$ cat config.mk
export PLATFORM = sky130hd
export DESIGN_NAME = dds_sweep_ctrl
export DESIGN_NICKNAME = d
export VERILOG_FILES = /design/src/rtl/dds_pkg.sv /design/src/rtl/dds_dwell_cnt.sv /design/src/rtl/dds_sweep_ctrl.sv
export SDC_FILE = /design/constraint.sdc
export NUM_CORES = 1
export LEC_CHECK = 0
export BUFFER_PORTS_ARGS = -buffer_cell sky130_fd_sc_hd__buf_4
export CAP_MARGIN = 40
export CORE_UTILIZATION = 50
export CTS_CLUSTER_DIAMETER = 40
export DETAILED_ROUTE_END_ITERATION = 8
export HOLD_SLACK_MARGIN = 0.06
export PLACE_DENSITY = 0.82
export SLEW_MARGIN = 20
export SYNTH_ARGS = -nofsm -noshare
export SYNTH_HDL_FRONTEND = slang
export SYNTH_HIERARCHICAL = 1
export SYNTH_SLANG_ARGS = --single-unit
$ cat constraint.sdc
create_clock -name sys_clk -period 7.1 [get_ports sys_clk]
set_input_delay 0.355 -clock sys_clk [delete_from_list [all_inputs] [get_ports sys_clk]]
set_output_delay 0.355 -clock sys_clk [all_outputs]
set_load 0.05 [all_outputs]
$ cat src/rtl/dds_pkg.sv
// Shared definitions for the DDS sweep slice.
// Holds the sweep FSM state encoding, default word widths and the
// waveform codes shared by key_control and the dds core.
package dds_pkg;

  localparam int FW_W_DEF    = 32;
  localparam int DWELL_W_DEF = 16;

  typedef enum logic [1:0] {
    ST_IDLE   = 2'd0,
    ST_DWELL  = 2'd1,
    ST_STEP   = 2'd2,
    ST_FINISH = 2'd3
  } sweep_state_e;

  localparam logic [3:0] WAVE_SINE   = 4'h0;
  localparam logic [3:0] WAVE_TRI    = 4'h1;
  localparam logic [3:0] WAVE_SAW    = 4'h2;
  localparam logic [3:0] WAVE_SQUARE = 4'h3;

endpackage

$ cat src/rtl/dds_dwell_cnt.sv
// Loadable dwell down-counter.
// Ports: clk/rst (sync, active-high), load + load_val reload the count,
// en counts down one per cycle, expire is high on the last enabled cycle
// of the dwell (count 1, or a stale 0 so the sweep can never stall).
module dds_dwell_cnt #(
  parameter int W = 16
) (
  input  logic         clk,
  input  logic         rst,
  input  logic         load,
  input  logic [W-1:0] load_val,
  input  logic         en,
  output logic         expire
);

  logic [W-1:0] cnt;

  always_ff @(posedge clk) begin
    if (rst)                   cnt <= '0;
    else if (load)             cnt <= load_val;
    else if (en && cnt != '0)  cnt <= cnt - W'(1);
  end

  assign expire = en && (cnt <= W'(1));

endmodule

$ cat src/rtl/dds_sweep_ctrl.sv
// DDS frequency sweep controller.
// Steps freq_word from f_start up to f_stop by f_step, holding each value
// for max(cfg_dwell,1) dwell cycles followed by one STEP cycle in which the
// next word is computed. Optional loop, abort, and (with DDS_SWEEP_BIDIR_EN
// defined) an up/down sweep selected by the latched bidir_en input.
// Ports: sys_clk, sys_rst (sync, active-high); start/abort pulses; loop_en
// (sampled live); cfg_* latched at start; freq_word/wave_select to the DDS;
// busy, step_tick (new freq_word this cycle), done (one-cycle end pulse).
module dds_sweep_ctrl
  import dds_pkg::*;
#(
  parameter int FW_W    = FW_W_DEF,
  parameter int DWELL_W = DWELL_W_DEF
) (
  input  logic               sys_clk,
  input  logic               sys_rst,
  input  logic               start,
  input  logic               abort,
  input  logic               loop_en,
  input  logic [3:0]         cfg_wave,
  input  logic [FW_W-1:0]    cfg_f_start,
  input  logic [FW_W-1:0]    cfg_f_stop,
  input  logic [FW_W-1:0]    cfg_f_step,
  input  logic [DWELL_W-1:0] cfg_dwell,
`ifdef DDS_SWEEP_BIDIR_EN
  input  logic               bidir_en,
`endif
  output logic [FW_W-1:0]    freq_word,
  output logic [3:0]         wave_select,
  output logic               busy,
  output logic               step_tick,
  output logic               done
);

  sweep_state_e         state, state_nxt;
  logic [FW_W-1:0]      f_start_q, f_stop_q, f_step_q, fw_nxt, up_val;
  logic [DWELL_W-1:0]   dwell_q, cnt_load_val;
  logic [FW_W:0]        sum_up;
  logic                 start_go, step_go, at_stop, at_end, expire;

  assign start_go     = (state == ST_IDLE) && start;
  assign step_go      = (state == ST_STEP) && !abort;
  assign cnt_load_val = start_go ? ((cfg_dwell == '0) ? DWELL_W'(1) : cfg_dwell) : dwell_q;
  assign at_stop      = (freq_word == f_stop_q);

  // One extra bit so a step past the top of the word range clamps
  // instead of wrapping. A zero step also clamps, so a sweep always ends.
  assign sum_up = {1'b0, freq_word} + {1'b0, f_step_q};
  assign up_val = (f_step_q == '0 || sum_up >= {1'b0, f_stop_q}) ? f_stop_q : sum_up[FW_W-1:0];

`ifdef DDS_SWEEP_BIDIR_EN
  logic            bidir_q, dir_down, dir_nxt;
  logic [FW_W:0]   diff_dn;
  logic [FW_W-1:0] dn_val;

  // Down-step clamps at f_start on borrow, zero step, or undershoot.
  assign diff_dn = {1'b0, freq_word} - {1'b0, f_step_q};
  assign dn_val  = (f_step_q == '0 || diff_dn[FW_W] || diff_dn[FW_W-1:0] <= f_start_q)
                   ? f_start_q : diff_dn[FW_W-1:0];
  assign at_end  = bidir_q ? (dir_down && freq_word == f_start_q) : at_stop;

  always_comb begin
    dir_nxt = dir_down;
    fw_nxt  = up_val;
    if (dir_down) begin
      if (freq_word == f_start_q) begin
        fw_nxt  = f_start_q;   // loop restart: climb again from f_start
        dir_nxt = 1'b0;
      end else begin
        fw_nxt  = dn_val;
      end
    end else if (at_stop) begin
      if (bidir_q) begin
        fw_nxt  = dn_val;
        dir_nxt = 1'b1;
      end else begin
        fw_nxt  = f_start_q;
      end
    end
  end

  always_ff @(posedge sys_clk) begin
    if (sys_rst) begin
      bidir_q  <= 1'b0;
      dir_down <= 1'b0;
    end else if (start_go) begin
      bidir_q  <= bidir_en;
      dir_down <= 1'b0;
    end else if (step_go) begin
      dir_down <= dir_nxt;
    end
  end
`else
  assign at_end = at_stop;
  // STEP is only reached at f_stop when looping, so reload f_start there.
  assign fw_nxt = at_stop ? f_start_q : up_val;
`endif

  dds_dwell_cnt #(.W(DWELL_W)) u_dwell (
    .clk      (sys_clk),
    .rst      (sys_rst),
    .load     (start_go || step_go),
    .load_val (cnt_load_val),
    .en       (state == ST_DWELL),
    .expire   (expire)
  );

  always_ff @(posedge sys_clk) begin
    if (sys_rst) state <= ST_IDLE;
    else         state <= state_nxt;
  end

  always_comb begin
    state_nxt = state;
    case (state)
      ST_IDLE:   if (start) state_nxt = ST_DWELL;
      ST_DWELL: begin
        if (abort || (expire && at_end && !loop_en)) state_nxt = ST_FINISH;
        else if (expire)                             state_nxt = ST_STEP;
      end
      ST_STEP:   state_nxt = abort ? ST_FINISH : ST_DWELL;
      ST_FINISH: state_nxt = ST_IDLE;
      default:   state_nxt = ST_IDLE;
    endcase
  end

  always_ff @(posedge sys_clk) begin
    if (sys_rst) begin
      freq_word   <= '0;
      wave_select <= '0;
      step_tick   <= 1'b0;
      f_start_q   <= '0;
      f_stop_q    <= '0;
      f_step_q    <= '0;
      dwell_q     <= '0;
    end else begin
      step_tick <= 1'b0;
      if (start_go) begin
        f_start_q   <= cfg_f_start;
        f_stop_q    <= cfg_f_stop;
        f_step_q    <= cfg_f_step;
        dwell_q     <= cnt_load_val;
        wave_select <= cfg_wave;
        freq_word   <= cfg_f_start;
        step_tick   <= 1'b1;
      end else if (step_go) begin
        freq_word   <= fw_nxt;
        step_tick   <= 1'b1;
      end
    end
  end

  assign busy = (state != ST_IDLE);
  assign done = (state == ST_FINISH);

endmodule
# ---- After elaboration in Yosys (flattened, before gate mapping)
# Index checks and enable logic that the tools add are counted.
dict set report op_classes {
  add_sub_neg 2
  n_lt_le_gt_ge 2
  n_eq_ne 6
  muxes 15
  reduce_logical 19
}
# op count
set op_table {}
lappend op_table {{two-way mux 32 bit} 4}
lappend op_table {{two-way mux 16 bit} 4}
lappend op_table {{adder 32 x 32 -> 33 bit} 1}
lappend op_table {{greater-or-equal comparator 33 x 32 -> 1 bit} 1}
lappend op_table {{equality test 32 bit} 1}
lappend op_table {{zero test 32 bit} 1}
lappend op_table {{<= comparator 16 x 1 -> 1 bit, second input constant} 1}
lappend op_table {{zero test 16 bit} 1}
lappend op_table {{nonzero test 16 bit} 1}
lappend op_table {{subtractor 16 x 1 -> 16 bit, second input constant} 1}
lappend op_table {{two-way mux 2 bit} 4}
lappend op_table {{case mux 2 bit (4 select lines)} 1}
lappend op_table {{logical AND 1 bit} 6}
lappend op_table {{nonzero test 2 bit} 3}
lappend op_table {{equality test 2 bit, second input constant} 2}
lappend op_table {{logical OR 1 bit} 3}
lappend op_table {{!= test 3 bit, second input constant} 1}
lappend op_table {{equality test 2 x 1 -> 1 bit, second input constant} 1}
lappend op_table {{zero test 1 bit} 2}
lappend op_table {{zero test 2 bit} 1}
lappend op_table {{two-way mux 1 bit} 2}
lappend op_table {{!= test 2 bit, second input constant} 1}
lappend op_table {{AND reduction 2 bit} 1}
dict set report totals {
  regBits 167
  in_bits 121
  elab_cells 53
}

# ---- Depth between registers and ports, before layout
dict set report depth {
  word_depth 7
  ltp_mapped 22
  depth_no_buf 20
}

# ---- By module
# Netlist, hierarchy kept.
# mod instances cells_per_inst area_per_inst_um2
set by_module_without_submodules {}
lappend by_module_without_submodules {dds_sweep_ctrl 1 1168 8953.6}
lappend by_module_without_submodules {dds_dwell_cnt 1 116 978.4}

# ---- Worst setup path before layout
# Ideal clock, no wire load.
dict set report synth_timing {
  path_kind {flip-flop to flip-flop}
  from {reg freq_word[0]}
  to {reg freq_word[27]}
  setup_ns 0.116
  t_arrival_ns 4.623
  slack_ns 2.360
  path_stages_with_launch 22
  synth_period_minus_slack_ns 4.740
  path_cell_list {dfxtp_1 ha_1 fa_1 a21o_1 nand4_1 a31o_1 a21boi_2 or3_1 buf_2 a221o_1 a21oi_2 xnor2_1 ha_1 nand3_1 nor4_1 nand3_1 o21ai_0 a2111oi_4 o311ai_4 mux2_2 a21oi_1 nor2_1}
}
dict set report synth_via {
  elab_chain_cells 7
  word_cells_on_any_way 8
  cone_classes {1 x add/sub; 1 x order compare; 1 x eq/ne; 4 x mux; 1 x reduce/logical}
}
# element line_no
set synth_lines {}
lappend synth_lines {{start, declared} dds_sweep_ctrl.sv:28} ;# output logic [FW_W-1:0] freq_word,
lappend synth_lines {{start signal, assigned} dds_sweep_ctrl.sv:144} ;# freq_word <= cfg_f_start;
lappend synth_lines {{start signal, assigned} dds_sweep_ctrl.sv:147} ;# freq_word <= fw_nxt;
lappend synth_lines {{adder 32 x 32 -> 33 bit} dds_sweep_ctrl.sv:48} ;# assign sum_up = {1'b0, freq_word} + {1'b0, f_step_q};
lappend synth_lines {{greater-or-equal comparator 33 x 32 -> 1 bit} dds_sweep_ctrl.sv:49} ;# assign up_val = (f_step_q == '0 || sum_up >= {1'b0, f_stop_q}) ? f_stop_q : sum_up[FW_W-1:0];
lappend synth_lines {{logical OR 1 bit} dds_sweep_ctrl.sv:49}
lappend synth_lines {{two-way mux 32 bit} dds_sweep_ctrl.sv:49}
lappend synth_lines {{two-way mux 32 bit (*)} dds_sweep_ctrl.sv:96} ;# assign fw_nxt = at_stop ? f_start_q : up_val;
lappend synth_lines {{two-way mux 32 bit (*)} dds_sweep_ctrl.sv:146} ;# end else if (step_go) begin
lappend synth_lines {{two-way mux 32 bit (*)} dds_sweep_ctrl.sv:138} ;# if (start_go) begin
# Mark *: on every way between the ends. The rest lies on a longest branch, timed or not. The select of a mux whose other input is x is not followed.
# A chain may end at the register's enable or synchronous reset.

# ---- Final worst setup path
dict set report layout_timing {
  from {reg freq_word[0]}
  to {reg freq_word[22]}
}
# Same word-level chain as after synthesis.

==> results.json <==
{
  "outcome": "finished clean",
  "arrival_ns": 5.61,
  "r2r_end": "freq_word[22]",
  "finClkSkew_ns": 0.0105,
  "area_delta_synth_final_pct": 19.6,
  "numCtsBuffers": 17,
  "final_nets": 1587,
  "final_cell_mix": "nand2_1 (278), a21oi_1 (190), dfxtp_1 (167)",
  "io_pins": 160,
  "ir_drop_mv": 0.182,
  "postCtsSetupBuffers": 0,
  "crit_path_start_kind": "flop",
  "cts_buffer_depth": 2,
  "synth_area_leaders": "dfxtp_1 (34%), nand2_1 (11%), a21oi_1 (9.6%)",
  "routedWlPerCell_um": 18.3,
  "clock.fmax_mhz": 190,
  "drive_gt1_share_pct": 15.7,
  "viasPerCell": 5.86,
  "synth-seq-cells": 167,
  "rr_worst_depth": 20,
  "rows": 51,
  "antenna_found_initial": 0,
  "io_buffers": 159,
  "rsz0062_at_grt": "false",
  "leakage_nw": 5.25,
  "regArea_um2": 3340,
  "grt_pass1_wl_um": 47500,
  "postSynthCellCount": 1284,
  "reg2reg_slack_ns": 1.83,
  "syn_area_um2": 9930,
  "finalNonFillerCells": 1676,
  "criticalPathCategory": "flop to flop",
  "grt_pass1_vias": 9111,
  "crit_start": "freq_word[0]",
  "yosysSeqAreaShare_pct": 33.7,
  "antenna_cells": 0,
  "cts-root-buf": "clkbuf_16",
  "clkTransAtPathRegs_ns": 0.07,
  "fillCellCount": 1787,
  "core_um2": 19500,
  "drtAntennaViolNets": 0,
  "cts-resized-gates": 0,
  "setup_viol_count_final": 0,
  "syn_nets": 1472,
  "ys_dominant_reg_cell": "dfxtp_1",
  "drt_wl_total_um": 30600,
  "grt_use_total_pct": 30.4,
  "yosysWarnings": 6,
  "place_inst": 1645,
  "grt_max_degree": 87,
  "yosys.area.top_type": "dfxtp_1",
  "min_period_over_period_pct": 74.2,
  "power_density_nw_per_um2": 265,
  "htreeDepth": 4,
  "final_common_cell": "nand2_1",
  "die_area_um2": 20400,
  "multiInputGateArea_um2": 6150,
  "crit_fanout": 20,
  "cts_sinks": 167,
  "drt-initial-drc-count": 764,
  "syn_area_per_cell_um2": 7.74,
  "whs_path_depth": 3,
  "cp_data_required_time_ns": 7.44,
  "tns_ns": 0,
  "insertion_delay_ns": 0.44,
  "route.detailed.drc": 0,
  "min_period_ns": 5.27,
  "async_flop_share_pct": 0,
  "tightest_slew_ns": 0.842,
  "hold_class": "primary input to flop",
  "ys_types": 71,
  "hpwl_um": 22400,
  "yosysTopAreaCellShare_pct": 33.7,
  "initial_core_util_pct": 51.0,
  "critPathCapture": "freq_word[22]",
  "gp_congestion": 0.997,
  "die_x_um": 143,
  "cts_tree": "built",
  "cp-end-kind": "flop",
  "synth-edff-count": 0,
  "max_cap_violations": 0,
  "firstDrtPassIters": 5,
  "hold_viol": 0,
  "r2r_start": "freq_word[0]",
  "max_slew_margin_pct": 43.8,
  "die_y_um": 143,
  "globalRouteOverflowTotal": 0,
  "cts_hold_buf": 0,
  "vias": 9816,
  "slew_violations": 0
}
[worst max-delay path: stages, from the launching register on]
cell,delay (ns)
dfxtp_1,0.34
ha_1,0.25
fa_1,0.41
a21o_1,0.18
nand4_1,0.13
a31o_1,0.22
a21boi_2,0.08
or3_1,0.46
a41oi_1,0.30
nand2_1,0.11
xor2_1,0.16
ha_1,0.30
nand4_1,0.13
nor4_1,0.64
nand3_1,0.13
o21ai_0,0.17
a2111oi_4,0.07
o311ai_4,0.20
buf_4,0.46
mux2i_1,0.13
a211oi_1,0.27
[metrics by stage]
stage	area [µm²]	setup WS (ns)	hold slack, ns	power, mW	util, %
after global routing	11900	1.41	0.152	3.28	61.0
after global placement	11200	1.93	0.442	2.14	57.7
after floorplan	9930	2.36	0.436	1.86	-
after CTS	11900	1.89	0.150	3.13	61.0
after detailed placement	11300	1.93	0.447	2.17	57.9
final	11900	1.83	0.156	3.14	61.0
[power by group]
group	switching, mW	internal (mW)
Combinational	0.646	0.410
Sequential	0.0926	1.02
Clock	0.401	0.574
Total	1.14	2.00
[flip-flops by register name, summed over array words and instances, names as in the netlist]
name,flops
state,2
f_start_q,32
step_tick,1
dwell_q,16
wave_select,4
f_step_q,32
f_stop_q,32
freq_word,32
u_dwell/cnt,16
[cell usage after synthesis (16+ instances only)]
cell / count
a211oi_1: 45
mux2i_1: 27
ha_1: 66
inv_1: 41
xnor2_1: 25
nor4_1: 22
nand3_1: 16
clkbuf_1: 56
xor2_1: 46
dfxtp_1: 167
o21ai_0: 27
a21oi_1: 190
nand2_1: 279
o22ai_1: 25
nor2_1: 74
a21o_1: 20
[cell type report]
class,instances,share of cell area [%]
Clock buffer,22,3.91
Timing Repair Buffer,168,10.9
Clock inverter,9,1.20
Tap cell,265,2.79
Inverter,42,1.33
Sequential cell,167,28.1
Multi-Input combinational cell,1003,51.8
[kinds of logic (layout without fill, tap and decap cells)]
group,count (synthesis),in the layout,share of synthesized area (%)
buffers and inverters,114,241,4.59
DFF,167,167,33.7
xor gates and xnor gates,71,71,6.26
adders and majority gates,67,67,8.52
AOI/OAI and AO/OA,375,375,23.8
and+or+nand+nor,461,461,20.2
muxes,29,29,2.95
[how the worst min path moves through the flow]
| stage | start | to | slack, ns |
|---|---|---|---|
| 3_3_place_gp | f_start_q[9] | f_start_q[9] | 0.44 |
| 6_report | cfg_f_step[3] | f_step_q[3] | 0.16 |
| 3_5_place_dp | f_start_q[24] | f_start_q[24] | 0.45 |
| 5_1_grt | cfg_f_stop[8] | f_stop_q[8] | 0.15 |
| 4_1_cts | cfg_f_step[3] | f_step_q[3] | 0.15 |
| 2_1_floorplan | f_start_q[24] | f_start_q[24] | 0.44 |
[metal layers]
layer	vias to the layer above	GRT usage, %	wire length, µm
met4	0	17.8	1730
li1	4778	-	-
met1	4576	36.8	12400
met5	-	0	0
met2	383	50.2	14300
met3	79	5.97	2240
No activity file was read; power rests on OpenSTA's default activity.
